$ cat src/rtl/sata_oob_sequencer.sv
// ----------------------------------------------------------------------------
// sata_oob_sequencer
//   Serial ATA OOB transmit sequencer. Drives the transceiver txelecidle
//   control with COMINIT/COMRESET, COMWAKE or COMSAS burst/gap patterns.
//   Burst and gap lengths are derived from the clock frequency at elaboration.
//   Sits between the link-layer OOB controller and the PHY transmitter.
//
// Parameters
//   CLKFREQ    clk frequency in kHz
//   AMOUNT     bursts per sequence, 1..15
//   TRAIL_GAP  1: one gap follows the last burst; 0: finish on the last burst
//
// Ports
//   clk         in   clock
//   reset       in   asynchronous, active-high reset
//   cmd_valid   in   command request
//   cmd_type    in   00 COMINIT/COMRESET, 01 COMWAKE, 10 COMSAS, 11 reserved
//   cmd_ready   out  sequencer can accept a command (IDLE and no abort)
//   abort       in   synchronous cancel of the running sequence
//   oobfinish   in   forces the transmitter active (txelecidle = 0)
//   busy        out  sequence in progress
//   done        out  one-cycle pulse on normal completion
//   cmd_err     out  one-cycle pulse when a reserved type is accepted
//   txelecidle  out  registered electrical-idle control
//
// States
//   IDLE  | waiting for a command, transmitter idle
//   BURST | transmitter active for one burst length
//   GAP   | transmitter idle for one gap length of the latched type
//   TRAIL | optional gap after the last burst
// ----------------------------------------------------------------------------
module sata_oob_sequencer #(
    parameter int unsigned CLKFREQ   = 150_000,
    parameter int unsigned AMOUNT    = 6,
    parameter bit          TRAIL_GAP = 1'b1
) (
    input  logic       clk,
    input  logic       reset,
    input  logic       cmd_valid,
    input  logic [1:0] cmd_type,
    output logic       cmd_ready,
    input  logic       abort,
    input  logic       oobfinish,
    output logic       busy,
    output logic       done,
    output logic       cmd_err,
    output logic       txelecidle
);

    // Length in cycles of an interval of 'ui' unit intervals, rounded to nearest.
    function automatic int unsigned oob_len(input longint unsigned ui);
        longint unsigned n;
        n = (ui * 64'(CLKFREQ) + 64'd750_000) / 64'd1_500_000;
        if (n < 64'd1) begin
            n = 64'd1;
        end
        return 32'(n);
    endfunction

    localparam int unsigned BURST_LEN   = oob_len(64'd160);
    localparam int unsigned GAPINIT_LEN = oob_len(64'd480);
    localparam int unsigned GAPWAKE_LEN = oob_len(64'd160);
    localparam int unsigned GAPSAS_LEN  = oob_len(64'd1440);

    localparam int unsigned MAX_AB  = (BURST_LEN > GAPINIT_LEN) ? BURST_LEN : GAPINIT_LEN;
    localparam int unsigned MAX_CD  = (GAPWAKE_LEN > GAPSAS_LEN) ? GAPWAKE_LEN : GAPSAS_LEN;
    localparam int unsigned MAX_LEN = (MAX_AB > MAX_CD) ? MAX_AB : MAX_CD;

    localparam int unsigned CW = $clog2(MAX_LEN + 1);
    localparam int unsigned BW = $clog2(AMOUNT + 1);

    // Terminal counts: the interval ends when the counter reaches length-1.
    localparam logic [CW-1:0] BURST_LAST   = CW'(BURST_LEN - 1);
    localparam logic [CW-1:0] GAPINIT_LAST = CW'(GAPINIT_LEN - 1);
    localparam logic [CW-1:0] GAPWAKE_LAST = CW'(GAPWAKE_LEN - 1);
    localparam logic [CW-1:0] GAPSAS_LAST  = CW'(GAPSAS_LEN - 1);
    localparam logic [BW-1:0] LAST_BURST   = BW'(AMOUNT - 1);

    localparam logic [1:0] TYPE_RSVD = 2'b11;

    // Three-bit encoding leaves spare codes; any of them falls back to IDLE.
    typedef enum logic [2:0] {
        S_IDLE  = 3'b000,
        S_BURST = 3'b001,
        S_GAP   = 3'b010,
        S_TRAIL = 3'b100
    } state_t;

    state_t        state_q, state_d;
    logic [CW-1:0] cnt_q, cnt_d;
    logic [BW-1:0] bcnt_q, bcnt_d;
    logic [1:0]    type_q, type_d;
    logic          done_q, done_d;
    logic          err_q, err_d;
    logic          txelecidle_q;

    logic          accept;
    logic [CW-1:0] gap_last;

    always_comb begin
        case (type_q)
            2'b01:   gap_last = GAPWAKE_LAST;
            2'b10:   gap_last = GAPSAS_LAST;
            default: gap_last = GAPINIT_LAST;
        endcase
    end

    assign cmd_ready = (state_q == S_IDLE) & ~abort;
    assign accept    = cmd_valid & cmd_ready;

    always_ff @(posedge clk or posedge reset) begin
        if (reset) begin
            state_q <= S_IDLE;
            cnt_q   <= '0;
            bcnt_q  <= '0;
            type_q  <= '0;
            done_q  <= 1'b0;
            err_q   <= 1'b0;
        end else begin
            state_q <= state_d;
            cnt_q   <= cnt_d;
            bcnt_q  <= bcnt_d;
            type_q  <= type_d;
            done_q  <= done_d;
            err_q   <= err_d;
        end
    end

    always_comb begin
        state_d = state_q;
        cnt_d   = cnt_q;
        bcnt_d  = bcnt_q;
        type_d  = type_q;
        done_d  = 1'b0;
        err_d   = 1'b0;

        case (state_q)
            S_IDLE: begin
                cnt_d  = '0;
                bcnt_d = '0;
                if (accept) begin
                    type_d = cmd_type;
                    if (cmd_type == TYPE_RSVD) begin
                        err_d = 1'b1;
                    end else begin
                        state_d = S_BURST;
                    end
                end
            end

            S_BURST: begin
                if (abort) begin
                    state_d = S_IDLE;
                    cnt_d   = '0;
                    bcnt_d  = '0;
                end else if (cnt_q == BURST_LAST) begin
                    cnt_d = '0;
                    if (bcnt_q == LAST_BURST) begin
                        if (TRAIL_GAP) begin
                            state_d = S_TRAIL;
                        end else begin
                            state_d = S_IDLE;
                            bcnt_d  = '0;
                            done_d  = 1'b1;
                        end
                    end else begin
                        state_d = S_GAP;
                        bcnt_d  = bcnt_q + BW'(1);
                    end
                end else begin
                    cnt_d = cnt_q + CW'(1);
                end
            end

            S_GAP: begin
                if (abort) begin
                    state_d = S_IDLE;
                    cnt_d   = '0;
                    bcnt_d  = '0;
                end else if (cnt_q == gap_last) begin
                    state_d = S_BURST;
                    cnt_d   = '0;
                end else begin
                    cnt_d = cnt_q + CW'(1);
                end
            end

            S_TRAIL: begin
                if (abort) begin
                    state_d = S_IDLE;
                    cnt_d   = '0;
                    bcnt_d  = '0;
                end else if (cnt_q == gap_last) begin
                    state_d = S_IDLE;
                    cnt_d   = '0;
                    bcnt_d  = '0;
                    done_d  = 1'b1;
                end else begin
                    cnt_d = cnt_q + CW'(1);
                end
            end

            default: begin
                state_d = S_IDLE;
                cnt_d   = '0;
                bcnt_d  = '0;
            end
        endcase
    end

    // Registered so the transmitter control lags the FSM by exactly one cycle.
    always_ff @(posedge clk or posedge reset) begin
        if (reset) begin
            txelecidle_q <= 1'b1;
        end else begin
            txelecidle_q <= ~((state_q == S_BURST) | oobfinish);
        end
    end

    assign busy       = (state_q != S_IDLE);
    assign done       = done_q;
    assign cmd_err    = err_q;
    assign txelecidle = txelecidle_q;

endmodule

$ cat config.mk
export PLATFORM = sky130hd
export DESIGN_NAME = sata_oob_sequencer
export DESIGN_NICKNAME = d
export VERILOG_FILES = /design/src/rtl/sata_oob_sequencer.sv
export SDC_FILE = /design/constraint.sdc
export NUM_CORES = 1
export LEC_CHECK = 0
export BUFFER_PORTS_ARGS = -buffer_cell sky130_fd_sc_hd__buf_2
export CORE_AREA = 2 2 51 49
export DETAILED_ROUTE_END_ITERATION = 6
export DIE_AREA = 0 0 53 51
export MAX_ROUTING_LAYER = met4
export PLACE_DENSITY_LB_ADDON = 0.3
export SYNTH_ARGS = -nofsm -noshare
export SYNTH_HDL_FRONTEND = slang
export SYNTH_SLANG_ARGS = --single-unit
$ cat constraint.sdc
create_clock -name clk -period 1.7 [get_ports clk]
set_clock_uncertainty 0.05 [all_clocks]
set_input_delay 0 -clock clk [delete_from_list [all_inputs] [get_ports clk]]
set_output_delay 0 -clock clk [all_outputs]
set_load 0.01 [all_outputs]
==> impl_results.md <==
- Outcome: finished with violations
- Failing checks: negative setup slack
- Vias in the first global route: 823
- Slowest stage delay, CP: 500 ps
- Proportion of synthesized area in mux cells: 2.17%
- HP Class: input port to flop
- Initial DRC count: 19
- Crit path required time: 1860 ps
- Adder-Cell Fraction of Synth Area: 4.83%
- Initial Util: 46.4%
- Yosys Warn Count: 0
- Global-route wire length before repair: 3350 µm
- CTS sink cnt: 19
- CTS Buffer Depth: 2
- Cell Rows: 17
- Core area: ~2200 µm²
- Startpoint Class: flop
- Most used flip-flop cell after synthesis: dfrtp_1
- Die H: 51 µm
- Worst setup EP type: flop
- Part of the Yosys area used for sequential elements: 46.0%
- Crit-path cells: or4b_4, o31a_4, or2_4, o221a_4, o2bb2ai_2
- WL per Instance: 14.2 µm
- Worst skew pair latency: approximately 300 ps
- Crit path time final: about 1700 ps
- DRC: 0
- Nets: 147
- Rel. slew slack: 51.5%
- Grt ovf: 0
- Vias per cell: about 5.4
- Reg-to-Reg End: state_q[2]$_DFFE_PP0P_
- Fmax: 572 MHz
- Tcrit/Tclk final: 103%
- Synth Area in XOR/XNOR: 7.61%
- Ports: 12
- R2R Path Start: state_q[0]$_DFFE_PP0P_
- Die width: about 53 µm
- Post-Synthesis Net Count: 114
- Dpl ws: -27.2 ps
- CP endpoint: state_q[2]$_DFFE_PP0P_
- Setup CP Type: flop to flop
- Max-slew violations: 0
- WP data arrival: 1910 ps
- Hold_ws: 91.4 ps
- Mean Syn Cell Area: 10.1 µm²
- Flop-to-flop setup slack: -50 ps
- Pleak: 0.609 nW
- CTS tree: yes
- Mapped Cells: 103
- CP Launch Point: state_q[0]$_DFFE_PP0P_
- Worst-Margin Slew: 726 ps
- CTS buffer count: 3
- Worst r2r path cells: 5
- WL final: 2310 µm
- GRT Total Usage: 17.5%
- Setup repair after global routing missed its margin: yes
- Yosys top cell by area: dfrtp_1
- Routed via count: roughly 870
- Min setup slack post-route: -47.1 ps
- Clk slew on worst S/H paths: 110 ps
- Async SR Flop Fraction: 100%
- Max-Cap Viols: 0
- Pwr/cell area: 681 nW/µm²
- Initial antenna violation count: 0
- Diodes inserted: 0
- Max FO, Critical Path: 8
- Die ar.: 2700 µm²
- Share of layout cells above drive strength 1: 41.5%
- Number of synthesized flops with an enable pin: 0
- Post-synthesis sequential element count: 19
- Mapped Area: 1040 µm²
- H-Tree Depth: 1
- Port bufs: 11
- Max rail drop VDD: 0.431 mV
- CP max stage cell: or4b_4
- Largest net degree at the start of global routing: 20
- Initial DRT Pass Iterations: 4
- Endpoints failing setup: 4
- Layout area overhead: 35.0%
- RD Place Congestion: ~0.86
- Post-Synth Simple-Gate Area: 25.2%
- Largest cells by area after synthesis: dfrtp_1, nor2_1, ha_1
- Compound-gate portion of the synthesized area: 11.8%
- Final hold viol count: 0
- Root Buffer: clkbuf_4
- Largest family of logic cells by synthesized area: simple AND/OR/NAND/NOR gates
- Antenna-violating nets left: 0
- Commonest cells in the netlist: dfrtp_1, nor2_1, nand2_1, nor3_1, xor2_1
- Detail Placement HPWL: 1480 µm
- Post-synth top area share: 43.5%
- Cell variety after synth: 37
[critical path: cells and delay by family (launching register included)]
kind	cells	cell delay, ps
flip-flops	1	440
AO/OA/AOI/OAI	3	430
AND/OR/NAND/NOR	2	740
[cell usage in the layout (no fill, tap or decap), drive strengths merged, types with 2 or more instances in the layout]
cell type     n
a21oi         4
buf          24
clkbuf        3
dfrtp        18
dlygate4sd3   6
ha            4
inv           3
mux2          2
nand2         7
nand3         2
nand4         2
nor2         18
nor2b         2
nor3          6
o21ai         2
or2           2
or3           3
or4b          2
xnor2         4
xor2          5
[routing by layer]
metal	track usage (%)	up-vias	part of all wire, %
li1	-	423	-
met1	18.5	421	40
met2	32.5	24	53
met3	2.63	5	4.5
met4	6.41	0	1.8
met5	-	-	0
[worst min path at each step]
stage | depth (start not counted) | start | slack, ps | endpoint
after detailed placement | 2 | oobfinish | 70 | txelecidle$_DFF_PP1_
after CTS | 4 | abort | 80 | done$_DFF_PP0_
after floorplan | 1 | reset | -100 | bcnt_q[0]$_DFFE_PP0P_
after global routing | 4 | abort | 110 | done$_DFF_PP0_
after global placement | 2 | oobfinish | 70 | txelecidle$_DFF_PP1_
final | 4 | abort | 90 | done$_DFF_PP0_
[through the flow]
stage	area, µm²	TNS (ps)	util [%]	total power [mW]	instances
2_1_floorplan	1040	-181	-	0.595	103
3_3_place_gp	1200	-15.4	53.9	0.651	152
3_5_place_dp	1200	-36.5	53.9	0.657	152
4_1_cts	1300	-81.3	58.4	0.910	162
5_1_grt	1400	-521	62.6	0.994	163
6_report	1400	-61.4	62.6	0.952	163
[report_power, final]
| group | switching, mW | internal [mW] |
|---|---|---|
| clock | 0.152 | 0.0879 |
| sequential | 0.0168 | 0.472 |
| combinational | 0.114 | 0.110 |
| total | 0.283 | 0.670 |
[registers in the layout (all words and copies together), names as in the netlist]
name and cells:
cmd_err 1, bcnt_q 3, state_q 3, txelecidle 1
cnt_q 8, done 1, type_q 2
[layout make-up]
type / instances / area, µm²
Multi-Input combinational cell: 79 / 634
Tap cell: 28 / 35.0
Inverter: 3 / 11.3
Timing Repair Buffer: 30 / 213
Clock inverter: 1 / 5.00
Sequential cell: 19 / 478
Fill cell: 179 / 835
Clock buffer: 3 / 22.5
[logic make-up after synthesis]
group | Yosys count
and+or+nand+nor | 49
adders and majority gates | 4
DFF | 19
buffers and inverters | 5
xor gates and xnor gates | 9
AOI/OAI and AO/OA | 15
muxes | 2
[repair_timing]
item                                    CTS  global route
endpoints found under the hold margin    23             0
pin swaps                                 6             4
hold buffers                              6             0
endpoints found under the setup margin    9            15
gates resized for setup                   2            18
buffers inserted                          0             1
(Power assumes the default switching activity.)
